[src/rtl/spi_mem_ctrl_pkg.sv]
// Shared types and constants for the SPI flash/PSRAM controller.
// Frame layout helpers keep the command encoding in one place.
package spi_mem_ctrl_pkg;

  typedef enum logic [1:0] {
    TYPE_IDLE        = 2'd0,
    TYPE_FLASH_READ  = 2'd1,
    TYPE_PSRAM_READ  = 2'd2,
    TYPE_PSRAM_WRITE = 2'd3
  } mem_type_t;

  typedef enum logic [1:0] {IDLE, SETUP, SHIFT, GAP} ctrl_state_t;

  localparam logic [7:0] CMD_READ        = 8'h03;
  localparam logic [7:0] CMD_WRITE       = 8'h02;
  localparam logic [5:0] FLASH_READ_BITS = 6'd48;
  localparam logic [5:0] PSRAM_BITS      = 6'd40;

  // Frames are left-justified so MOSI is always bit 47 of the shifter.
  function automatic logic [47:0] build_frame(mem_type_t t, logic [23:0] a, logic [7:0] wd);
    case (t)
      TYPE_FLASH_READ:  return {CMD_READ, a, 16'h0000};
      TYPE_PSRAM_READ:  return {CMD_READ, a, 16'h0000};
      TYPE_PSRAM_WRITE: return {CMD_WRITE, a, wd, 8'h00};
      default:          return '0;
    endcase
  endfunction

  function automatic logic [5:0] frame_bits(mem_type_t t);
    return (t == TYPE_FLASH_READ) ? FLASH_READ_BITS : PSRAM_BITS;
  endfunction

endpackage

[src/rtl/spi_mem_ctrl_if.sv]
// CPU-side request/response bus of the SPI memory controller.
interface spi_mem_ctrl_if;
  import spi_mem_ctrl_pkg::*;

  logic        req_valid_in;
  logic        req_ready_out;
  mem_type_t   req_type_in;
  logic [23:0] req_addr_in;
  logic [7:0]  req_wdata_in;
  logic [15:0] rdata_out;
  logic        done_out;

  modport master (
    output req_valid_in, req_type_in, req_addr_in, req_wdata_in,
    input  req_ready_out, rdata_out, done_out
  );

  modport slave (
    input  req_valid_in, req_type_in, req_addr_in, req_wdata_in,
    output req_ready_out, rdata_out, done_out
  );
endinterface

[src/rtl/spi_half_tick.sv]
// Half-period tick generator: one-cycle tick every SCLK_DIV cycles while enabled,
// restarting from zero whenever enable is low.
module spi_half_tick #(
  parameter int SCLK_DIV = 1
) (
  input  logic clk_in,
  input  logic reset_in,
  input  logic en_in,
  output logic tick_out
);
  localparam int CW = $clog2(SCLK_DIV) + 1;
  localparam logic [CW-1:0] LAST = CW'(SCLK_DIV - 1);

  logic [CW-1:0] cnt_q, cnt_d;

  always_comb begin
    cnt_d = cnt_q;
    if (!en_in || cnt_q == LAST) cnt_d = '0;
    else                         cnt_d = cnt_q + 1'b1;
  end

  assign tick_out = en_in && (cnt_q == LAST);

  always_ff @(posedge clk_in) begin
    if (reset_in) cnt_q <= '0;
    else          cnt_q <= cnt_d;
  end
endmodule

[src/rtl/spi_mem_ctrl.sv]
// SPI master sequencing single flash-read / PSRAM read / PSRAM write frames
// on a shared mode-0 bus with per-device chip selects.
module spi_mem_ctrl
  import spi_mem_ctrl_pkg::*;
#(
  parameter int SCLK_DIV = 1
) (
  input  logic           clk_in,
  input  logic           reset_in,
  spi_mem_ctrl_if.slave  bus,
  output logic           spi_sclk_out,
  output logic           spi_mosi_out,
  input  logic           spi_miso_in,
  output logic           flash_cs_out,
  output logic           psram_cs_out
);
  ctrl_state_t state_q, state_d;
  mem_type_t   type_q, type_d;
  logic [47:0] sh_q, sh_d;
  logic [5:0]  bitcnt_q, bitcnt_d;
  logic [15:0] rx_q, rx_d, rdata_q, rdata_d;
  logic        done_q, done_d, sclk_q, sclk_d, fcs_q, fcs_d, pcs_q, pcs_d;
  logic        tick, accept;

  spi_half_tick #(.SCLK_DIV(SCLK_DIV)) u_tick (
    .clk_in   (clk_in),
    .reset_in (reset_in),
    .en_in    (state_q != IDLE),
    .tick_out (tick)
  );

  assign accept = bus.req_valid_in && (state_q == IDLE) && (bus.req_type_in != TYPE_IDLE);

  always_comb begin
    state_d  = state_q;
    type_d   = type_q;
    sh_d     = sh_q;
    bitcnt_d = bitcnt_q;
    rx_d     = rx_q;
    rdata_d  = rdata_q;
    done_d   = 1'b0;
    sclk_d   = sclk_q;
    fcs_d    = fcs_q;
    pcs_d    = pcs_q;
    case (state_q)
      IDLE: if (accept) begin
        state_d  = SETUP;
        type_d   = bus.req_type_in;
        sh_d     = build_frame(bus.req_type_in, bus.req_addr_in, bus.req_wdata_in);
        bitcnt_d = '0;
        rx_d     = '0;
        sclk_d   = 1'b0;
        fcs_d    = (bus.req_type_in != TYPE_FLASH_READ);
        pcs_d    = (bus.req_type_in == TYPE_FLASH_READ);
      end
      SETUP: if (tick) begin
        sclk_d  = 1'b1;
        state_d = SHIFT;
      end
      SHIFT: if (tick) begin
        if (bitcnt_q == frame_bits(type_q)) begin
          // CS hold after the last fall has elapsed: release and report.
          state_d = GAP;
          fcs_d   = 1'b1;
          pcs_d   = 1'b1;
          done_d  = 1'b1;
          if (type_q == TYPE_FLASH_READ)      rdata_d = {rx_q[7:0], rx_q[15:8]};
          else if (type_q == TYPE_PSRAM_READ) rdata_d = {8'h00, rx_q[7:0]};
        end else if (!sclk_q) begin
          sclk_d = 1'b1;
        end else begin
          sclk_d   = 1'b0;
          sh_d     = {sh_q[46:0], 1'b0};
          bitcnt_d = bitcnt_q + 6'd1;
          if (bitcnt_q >= 6'd32) rx_d = {rx_q[14:0], spi_miso_in};
        end
      end
      GAP: if (tick) state_d = IDLE;
      default: state_d = IDLE;
    endcase
  end

  always_ff @(posedge clk_in) begin
    if (reset_in) begin
      state_q  <= IDLE;
      type_q   <= TYPE_IDLE;
      sh_q     <= '0;
      bitcnt_q <= '0;
      rx_q     <= '0;
      rdata_q  <= '0;
      done_q   <= 1'b0;
      sclk_q   <= 1'b0;
      fcs_q    <= 1'b1;
      pcs_q    <= 1'b1;
    end else begin
      state_q  <= state_d;
      type_q   <= type_d;
      sh_q     <= sh_d;
      bitcnt_q <= bitcnt_d;
      rx_q     <= rx_d;
      rdata_q  <= rdata_d;
      done_q   <= done_d;
      sclk_q   <= sclk_d;
      fcs_q    <= fcs_d;
      pcs_q    <= pcs_d;
    end
  end

  assign bus.req_ready_out = (state_q == IDLE);
  assign bus.rdata_out     = rdata_q;
  assign bus.done_out      = done_q;
  assign spi_sclk_out      = sclk_q;
  assign spi_mosi_out      = sh_q[47];
  assign flash_cs_out      = fcs_q;
  assign psram_cs_out      = pcs_q;
endmodule

[src/flat_wrapper.sv]
// flat-port wrapper written by rule: the top's interface ports become plain ports
module spi_mem_ctrl_flat import spi_mem_ctrl_pkg::*;
#(
  parameter int SCLK_DIV = 1
)
  (clk_in, reset_in, spi_sclk_out, spi_mosi_out, spi_miso_in, flash_cs_out, psram_cs_out, bus_req_valid_in, bus_req_type_in, bus_req_addr_in, bus_req_wdata_in, bus_req_ready_out, bus_rdata_out, bus_done_out);
  spi_mem_ctrl_if bus_i ();
  input  logic clk_in;
  input  logic reset_in;
  output logic spi_sclk_out;
  output logic spi_mosi_out;
  input  logic spi_miso_in;
  output logic flash_cs_out;
  output logic psram_cs_out;
  input wire logic [$bits(bus_i.req_valid_in)-1:0] bus_req_valid_in;
  input wire logic [$bits(bus_i.req_type_in)-1:0] bus_req_type_in;
  input wire logic [$bits(bus_i.req_addr_in)-1:0] bus_req_addr_in;
  input wire logic [$bits(bus_i.req_wdata_in)-1:0] bus_req_wdata_in;
  output wire logic [$bits(bus_i.req_ready_out)-1:0] bus_req_ready_out;
  output wire logic [$bits(bus_i.rdata_out)-1:0] bus_rdata_out;
  output wire logic [$bits(bus_i.done_out)-1:0] bus_done_out;
  assign bus_i.req_valid_in = bus_req_valid_in;
  assign bus_i.req_type_in = bus_req_type_in;
  assign bus_i.req_addr_in = bus_req_addr_in;
  assign bus_i.req_wdata_in = bus_req_wdata_in;
  assign bus_req_ready_out = bus_i.req_ready_out;
  assign bus_rdata_out = bus_i.rdata_out;
  assign bus_done_out = bus_i.done_out;
  spi_mem_ctrl #(.SCLK_DIV(SCLK_DIV)) u_core (.clk_in(clk_in), .reset_in(reset_in), .bus(bus_i), .spi_sclk_out(spi_sclk_out), .spi_mosi_out(spi_mosi_out), .spi_miso_in(spi_miso_in), .flash_cs_out(flash_cs_out), .psram_cs_out(psram_cs_out));
endmodule
[config.mk]
export PLATFORM = sky130hd
export DESIGN_NAME = spi_mem_ctrl_flat
export DESIGN_NICKNAME = d
export VERILOG_FILES = /design/src/rtl/spi_mem_ctrl_pkg.sv /design/src/rtl/spi_mem_ctrl_if.sv /design/src/rtl/spi_half_tick.sv /design/src/rtl/spi_mem_ctrl.sv /design/src/flat_wrapper.sv
export SDC_FILE = /design/constraint.sdc
export NUM_CORES = 1
export LEC_CHECK = 0
export ABC_AREA = 1
export CORE_UTILIZATION = 55
export CTS_CLUSTER_DIAMETER = 30
export DETAILED_ROUTE_END_ITERATION = 7
export GPL_TIMING_DRIVEN = 0
export PLACE_DENSITY_LB_ADDON = 0.12
export SLEW_MARGIN = 30
export SYNTH_ARGS = -nofsm -noshare
export SYNTH_HDL_FRONTEND = slang
export SYNTH_SLANG_ARGS = --single-unit
[constraint.sdc]
create_clock -name clk_in -period 2.2 [get_ports clk_in]
set_input_delay 0.33 -clock clk_in [delete_from_list [all_inputs] [get_ports clk_in]]
set_output_delay 0.33 -clock clk_in [all_outputs]
set_load 0.02 [all_outputs]
=== Yosys cells after proc, flatten, opt, wreduce, memory -nomap -nowiden ===
Index checks and enable logic that the tools add are counted.

* Memories: 0
* Bits of input ports: 38
* Output and inout port bits: 22
* Bits in latches: 0
* Bits in writable memories: 0
* Memory bits (read-only): 0
* Word-level logic and storage cells: 95
* Register bits: 95

* Order comparisons: 1
* Bitwise logic cells: 3
* Add/subtract/negate cells: 2
* $mul: 0
* Shift operators: 0
* Equality and inequality tests: 18
* Mux-type cells: 39
* Divide/modulo/power cells: 0
* Reductions and logical operators: 21

{| class="wikitable"
|+ Operator list
! kind !! number
|-
| $mux 48 || 4
|-
| $mux 16 || 7
|-
| $pmux 48 s2 || 1
|-
| $pmux 42 s2 || 1
|-
| $pmux 16 s2 || 1
|-
| $mux 6 || 4
|-
| $ne 2x1->1 const B || 8
|-
| $reduce_and 5->1 || 3
|-
| $pmux 6 s2 || 1
|-
| $eq 2x2->1 const B || 5
|-
| $mux 1 || 10
|-
| $mux 2 || 5
|-
| $pmux 2 s4 || 1
|-
| $reduce_and 4->1 || 2
|-
| $reduce_bool 2->1 || 4
|-
| $add 6x1->6 const B || 1
|-
| $eq 2x1->1 const B || 3
|-
| $eq 6x6->1 || 1
|-
| $ge 6x6->1 const B || 1
|-
| $reduce_and 6->1 || 1
|-
| $mux 5 || 1
|-
| $pmux 1 s2 || 2
|-
| $reduce_or 2->1 || 2
|-
| $logic_and 1x1->1 || 3
|-
| 10 further kinds || 12
|}

=== Longest topological paths before layout ===
* Depth in word-level cells: 6
* Mapped depth: 12
* Depth with buffers taken out: 11

=== By module ===
From an unflattened synthesis, not the netlist that was laid out.

* Cells, all modules: 724
* Area total of the unflattened synthesis: 4629.4 µm²

{| class="wikitable"
|+ Modules (own cells, without submodules)
! module !! instances !! seq. area each (µm²) !! cells an instance !! area an instance (µm²)
|-
| spi_mem_ctrl || 1 || 1721.7 || 720 || 4595.7
|-
| spi_half_tick || 1 || 20.0 || 4 || 33.8
|}

=== Worst setup path after synthesis ===
No wires, ideal clock.

* Path type: reg2reg
* Start: register u_core.state_q[0]
* End: register u_core.sh_q[17]
* Data arrival time: 1.710 ns
* Path slack: 0.377 ns
* Stages on the path, launching flop included: 10
* Setup time: 0.113 ns
* Period minus slack after synthesis: 1.823 ns
* Data required time: 2.087 ns
* Path buffers: 2
* Cell sequence: dfxtp_1 -> inv_1 -> ha_1 -> nand3_1 -> a21oi_2 -> nand3_2 -> buf_6 -> buf_6 -> nor2_1 -> nor2_1

* Word-level cells in the longest chain between the ends: 5
* Elaborated cells between the ends (all ways): 13
* Classes of those cells: eq/ne: 5; mux: 1; reduce/logical: 7

{| class="wikitable"
|+ RTL lines
! what !! RTL line !! text
|-
| from (decl) || spi_mem_ctrl.sv:17 || <nowiki>ctrl_state_t state_q, state_d;</nowiki>
|-
| from (signal assigned) || spi_mem_ctrl.sv:96 || <nowiki>state_q <= state_d;</nowiki>
|-
| $logic_not 2->1 (*) || n/a ||
|-
| named net bus_req_ready_out || flat_wrapper.sv:19 || <nowiki>output wire logic [$bits(bus_i.req_ready_out)-1:0] bus_req_ready_out;</nowiki>
|-
| $logic_and 1x1->1 (2 in a row) || spi_mem_ctrl.sv:32 || <nowiki>assign accept = bus.req_valid_in && (state_q == IDLE) && (bus.req_type_in != TYPE_IDLE);</nowiki>
|-
| $ne 2x1->1 (no source line) || n/a ||
|-
| $reduce_and 5->1 (no source line) || n/a ||
|-
| to (signal assigned) || spi_mem_ctrl.sv:87 || <nowiki>sh_q <= '0;</nowiki>
|-
| to (signal assigned) || spi_mem_ctrl.sv:98 || <nowiki>sh_q <= sh_d;</nowiki>
|-
| to (decl) || spi_mem_ctrl.sv:19 || <nowiki>logic [47:0] sh_q, sh_d;</nowiki>
|}

Mark *: on every way through the listed nets, which the timed path passes. The rest lies on a longest branch.
A chain may end at the register's enable or synchronous reset.

=== Worst setup path in the final report ===
* Start: register u_core.state_q[0]
* End: register u_core.sh_q[32]

* Word-level cells in the longest chain between the ends: 5
* Elaborated cells between the ends (all ways): 13
* Classes of those cells: eq/ne: 5; mux: 1; reduce/logical: 7

{| class="wikitable"
|+ RTL lines
! what !! RTL line
|-
| $logic_not 2->1 || spi_mem_ctrl.sv:32, spi_mem_ctrl.sv:45
|-
| $logic_and 1x1->1 (2 in a row) || spi_mem_ctrl.sv:32
|-
| $ne 2x1->1 (no source line) || n/a
|-
| $reduce_and 5->1 (no source line) || n/a
|}

Parallel ways exist; a longest one is shown, timed or not.

==> flow_summary.ini <==
[worst_setup_path]
rr_startpoint = u_core.state_q[0]$_SDFFE_PP0P_
cpMaxStageDelayCell = clkbuf_1
r2r_slack_ns = 0.14
rr_worst_depth = 9
startpoint_type = flip-flop
critPathKind = flip-flop to flip-flop
worstSetupEndpointType = flip-flop
critical_path_arrival_ns = 2.33
worstReg2RegEnd = u_core.sh_q[32]$_SDFFE_PP0P_
crit_path_max_fanout = 10
crit_path_cell_trace = inv_1 -> ha_1 -> buf_2 -> inv_1 -> clkbuf_4 -> clkbuf_1 -> o21ai_0 -> nor2_1 -> nor2_1
slowest_delay_ns = 0.42
cp.required_ns = 2.47

[clock_network]
cts_tree = built
cts.reportedPaths.clkPinSlew_ns = 0.09
clkSinkCount = 87
h-tree-depth = 3
cts-root-buf = clkbuf_8
cts_buffers = 9
insertion_delay_ns = 0.37
clockBufferDepth = 2

[synth]
avgSynthCellArea_um2 = 6.39
yosys-top-cells-count = nand2_1 (194), nor2_1 (129), dfxtp_1 (87), inv_1 (81), o21ai_0 (46)
synth_ff_type = dfxtp_1
yosysTopAreaCell = dfxtp_1
synth_seq_cells = 87
ys_warn_count = 0
postSynthNetCount = 737
synth_edf_count = 0
synth.distinct_cells = 27
synth_area_leaders = dfxtp_1 (40%), nand2_1 (17%), nor2_1 (11%), inv_1 (6.9%), o21ai_0 (5.2%)
seq_area_frac_synth = 0.396
synth_cells = 688
netlist.area_leader.share = 0.396
yosysMostFrequentCell = nand2_1
synthArstFlopShare = 0
synth_area_um2 = 4400

[timing]
timing.final.crit_share = 0.937
rsz0062_at_grt = false
setup_viol = 0
hold_ws_ns = 0.461
maxSlewViolCount = 0
skew_ns = 0.00476
final_hold_viol_count = 0
tns_ns = 0
fmax_mhz = 485
tightest_slew_ns = 0.606
fin_crit_ns = 2.06
slew_headroom = 0.596

[floorplan]
die_x_um = 91.4
initial_core_util = 0.569
coreArea_um2 = 7730
rows = 32
die_h_um = 91.4
ioPinCount = 60
fp.dieArea_um2 = 8350

[cells_and_area]
fillerInstances = 707
area_delta_synth_final_pct = 21.7
drive_gt1_frac = 0.0642
num-nets-final = 807
finalNonFillerCells = 865
register_area_um2 = 1740
multi_input_area_um2 = 2160
diodes = 0
final_cell_area_um2 = 5350

[routing]
ant_nets = 0
drt_iter0_drc = 228
via_count = 4363
totalWireLength_um = 10400
drc = 0
wl_per_cell_um = 12.0
routed_via_density = 5.04
first_pass_iters = 5

[placement]
place_hpwl_um = 7530
place_area_um2 = 5110
io_buffers = 59
placed_cells = 849
place_congestion = 0.864

[global_route]
grt-ovfl-total = 0
track_usage = 0.261
antenna_found_initial = 0
grt_pass1_wl_um = 17600
grt_max_degree = 16
grt_pass1_vias = 4073

[pwr]
p_per_area_nw_per_um2 = 1120
fin_total_pwr_mw = 5.99
ir_drop_v = 0.000552
p_leak_nw = 2.52

[min_path]
hold_start = u_core.type_q[0]$_SDFFE_PP0P_
hold_depth = 2
hold_class = flip-flop to flip-flop
holdPathEnd = u_core.type_q[0]$_SDFFE_PP0P_

[run]
drv_cap = 0

[outcome]
status = finished clean
==> sequential cells by signal (all words and copies together) (netlist names) <==
| register | count |
|---|---|
| u_core.state_q | 2 |
| u_core.rx_q | 16 |
| u_core.flash_cs_out | 1 |
| u_core.bitcnt_q | 6 |
| u_core.bus.rdata_out | 16 |
| u_core.sh_q | 40 |
| u_core.type_q | 2 |
| u_core.psram_cs_out | 1 |
| u_core.spi_sclk_out | 1 |
| u_core.bus.done_out | 1 |
| u_core.u_tick.cnt_q | 1 |
==> cells by family after synthesis <==
kind of cell / after synthesis / share of synthesized area
other: 1 / 0.000853
AO/OA/AOI/OAI: 85 / 0.101
adder cells (fa/ha/maj): 11 / 0.0313
buffers and inverters: 123 / 0.117
AND/OR/NAND/NOR: 381 / 0.354
flip-flops: 87 / 0.396
==> cell type report <==
class / instances / area share
clock inverters: 7 / 0.0178
plain buffers: 41 / 0.0388
clock buffers: 9 / 0.0232
flip-flops and latches: 87 / 0.326
multi-input cells: 478 / 0.403
repair buffers: 59 / 0.110
inverters: 82 / 0.0575
well taps: 102 / 0.0239
==> power by group <==
part	internal, mW	switching, mW	leakage (nW)
clock	0.644	0.609	0.110
combinational	0.893	1.63	1.69
sequential	2.00	0.213	0.712
==> stage by stage <==
stage | utilization | worst slack (ns)
final | 0.692 | 0.138
after global routing | 0.692 | 0.00502
after CTS | 0.690 | 0.0554
after detailed placement | 0.662 | -0.319
after global placement | 0.662 | -0.269
after floorplan | - | 0.377
==> critical path, delay by kind of cell, from the launching register on <==
kind / cells / cell delay [ns]
AOI/OAI and AO/OA: 1 / 0.17
and+or+nand+nor: 2 / 0.20
DFF: 1 / 0.38
adders and majority gates: 1 / 0.19
buffers and inverters: 5 / 1.02
==> layer usage <==
layer / wire length, um / track usage / part of all wire
met4: 128 / 0.0873 / 0.012
met5: 0 / 0 / 0
met3: 544 / 0.0369 / 0.052
met2: 5060 / 0.475 / 0.49
met1: 4670 / 0.313 / 0.45
==> worst max path at each step <==
| stage | from | to | cells after the start |
|---|---|---|---|
| after detailed placement | bus_req_type_in[0] | u_core.sh_q[32]$_SDFFE_PP0P_ | 11 |
| after global placement | bus_req_type_in[0] | u_core.sh_q[31]$_SDFFE_PP0P_ | 11 |
| after CTS | bus_req_type_in[0] | u_core.sh_q[32]$_SDFFE_PP0P_ | 11 |
| after floorplan | u_core.state_q[0]$_SDFFE_PP0P_ | u_core.sh_q[17]$_SDFFE_PP0P_ | 9 |
| after global routing | u_core.state_q[0]$_SDFFE_PP0P_ | u_core.rx_q[8]$_SDFFE_PP0P_ | 12 |
| final | u_core.state_q[0]$_SDFFE_PP0P_ | u_core.sh_q[32]$_SDFFE_PP0P_ | 9 |
==> layout by cell type (no fill, tap or decap), types with 9 or more instances in the layout <==
master           count
buf_2               16
nand2_1            194
clkdlybuf4s50_1     59
ha_1                11
nor2_1             128
clkbuf_8             9
clkbuf_1            14
inv_1               80
a21oi_1             34
o21ai_0             46
nand3_1             35
nand4_1             14
dfxtp_1             87
==> what timing repair did <==
item	4_1_cts	5_1_grt
setup buffers	0	0
endpoints found under the setup margin	0	53
resized for setup	0	5
hold buffers	0	0
Power figures use the tool's default switching activity.
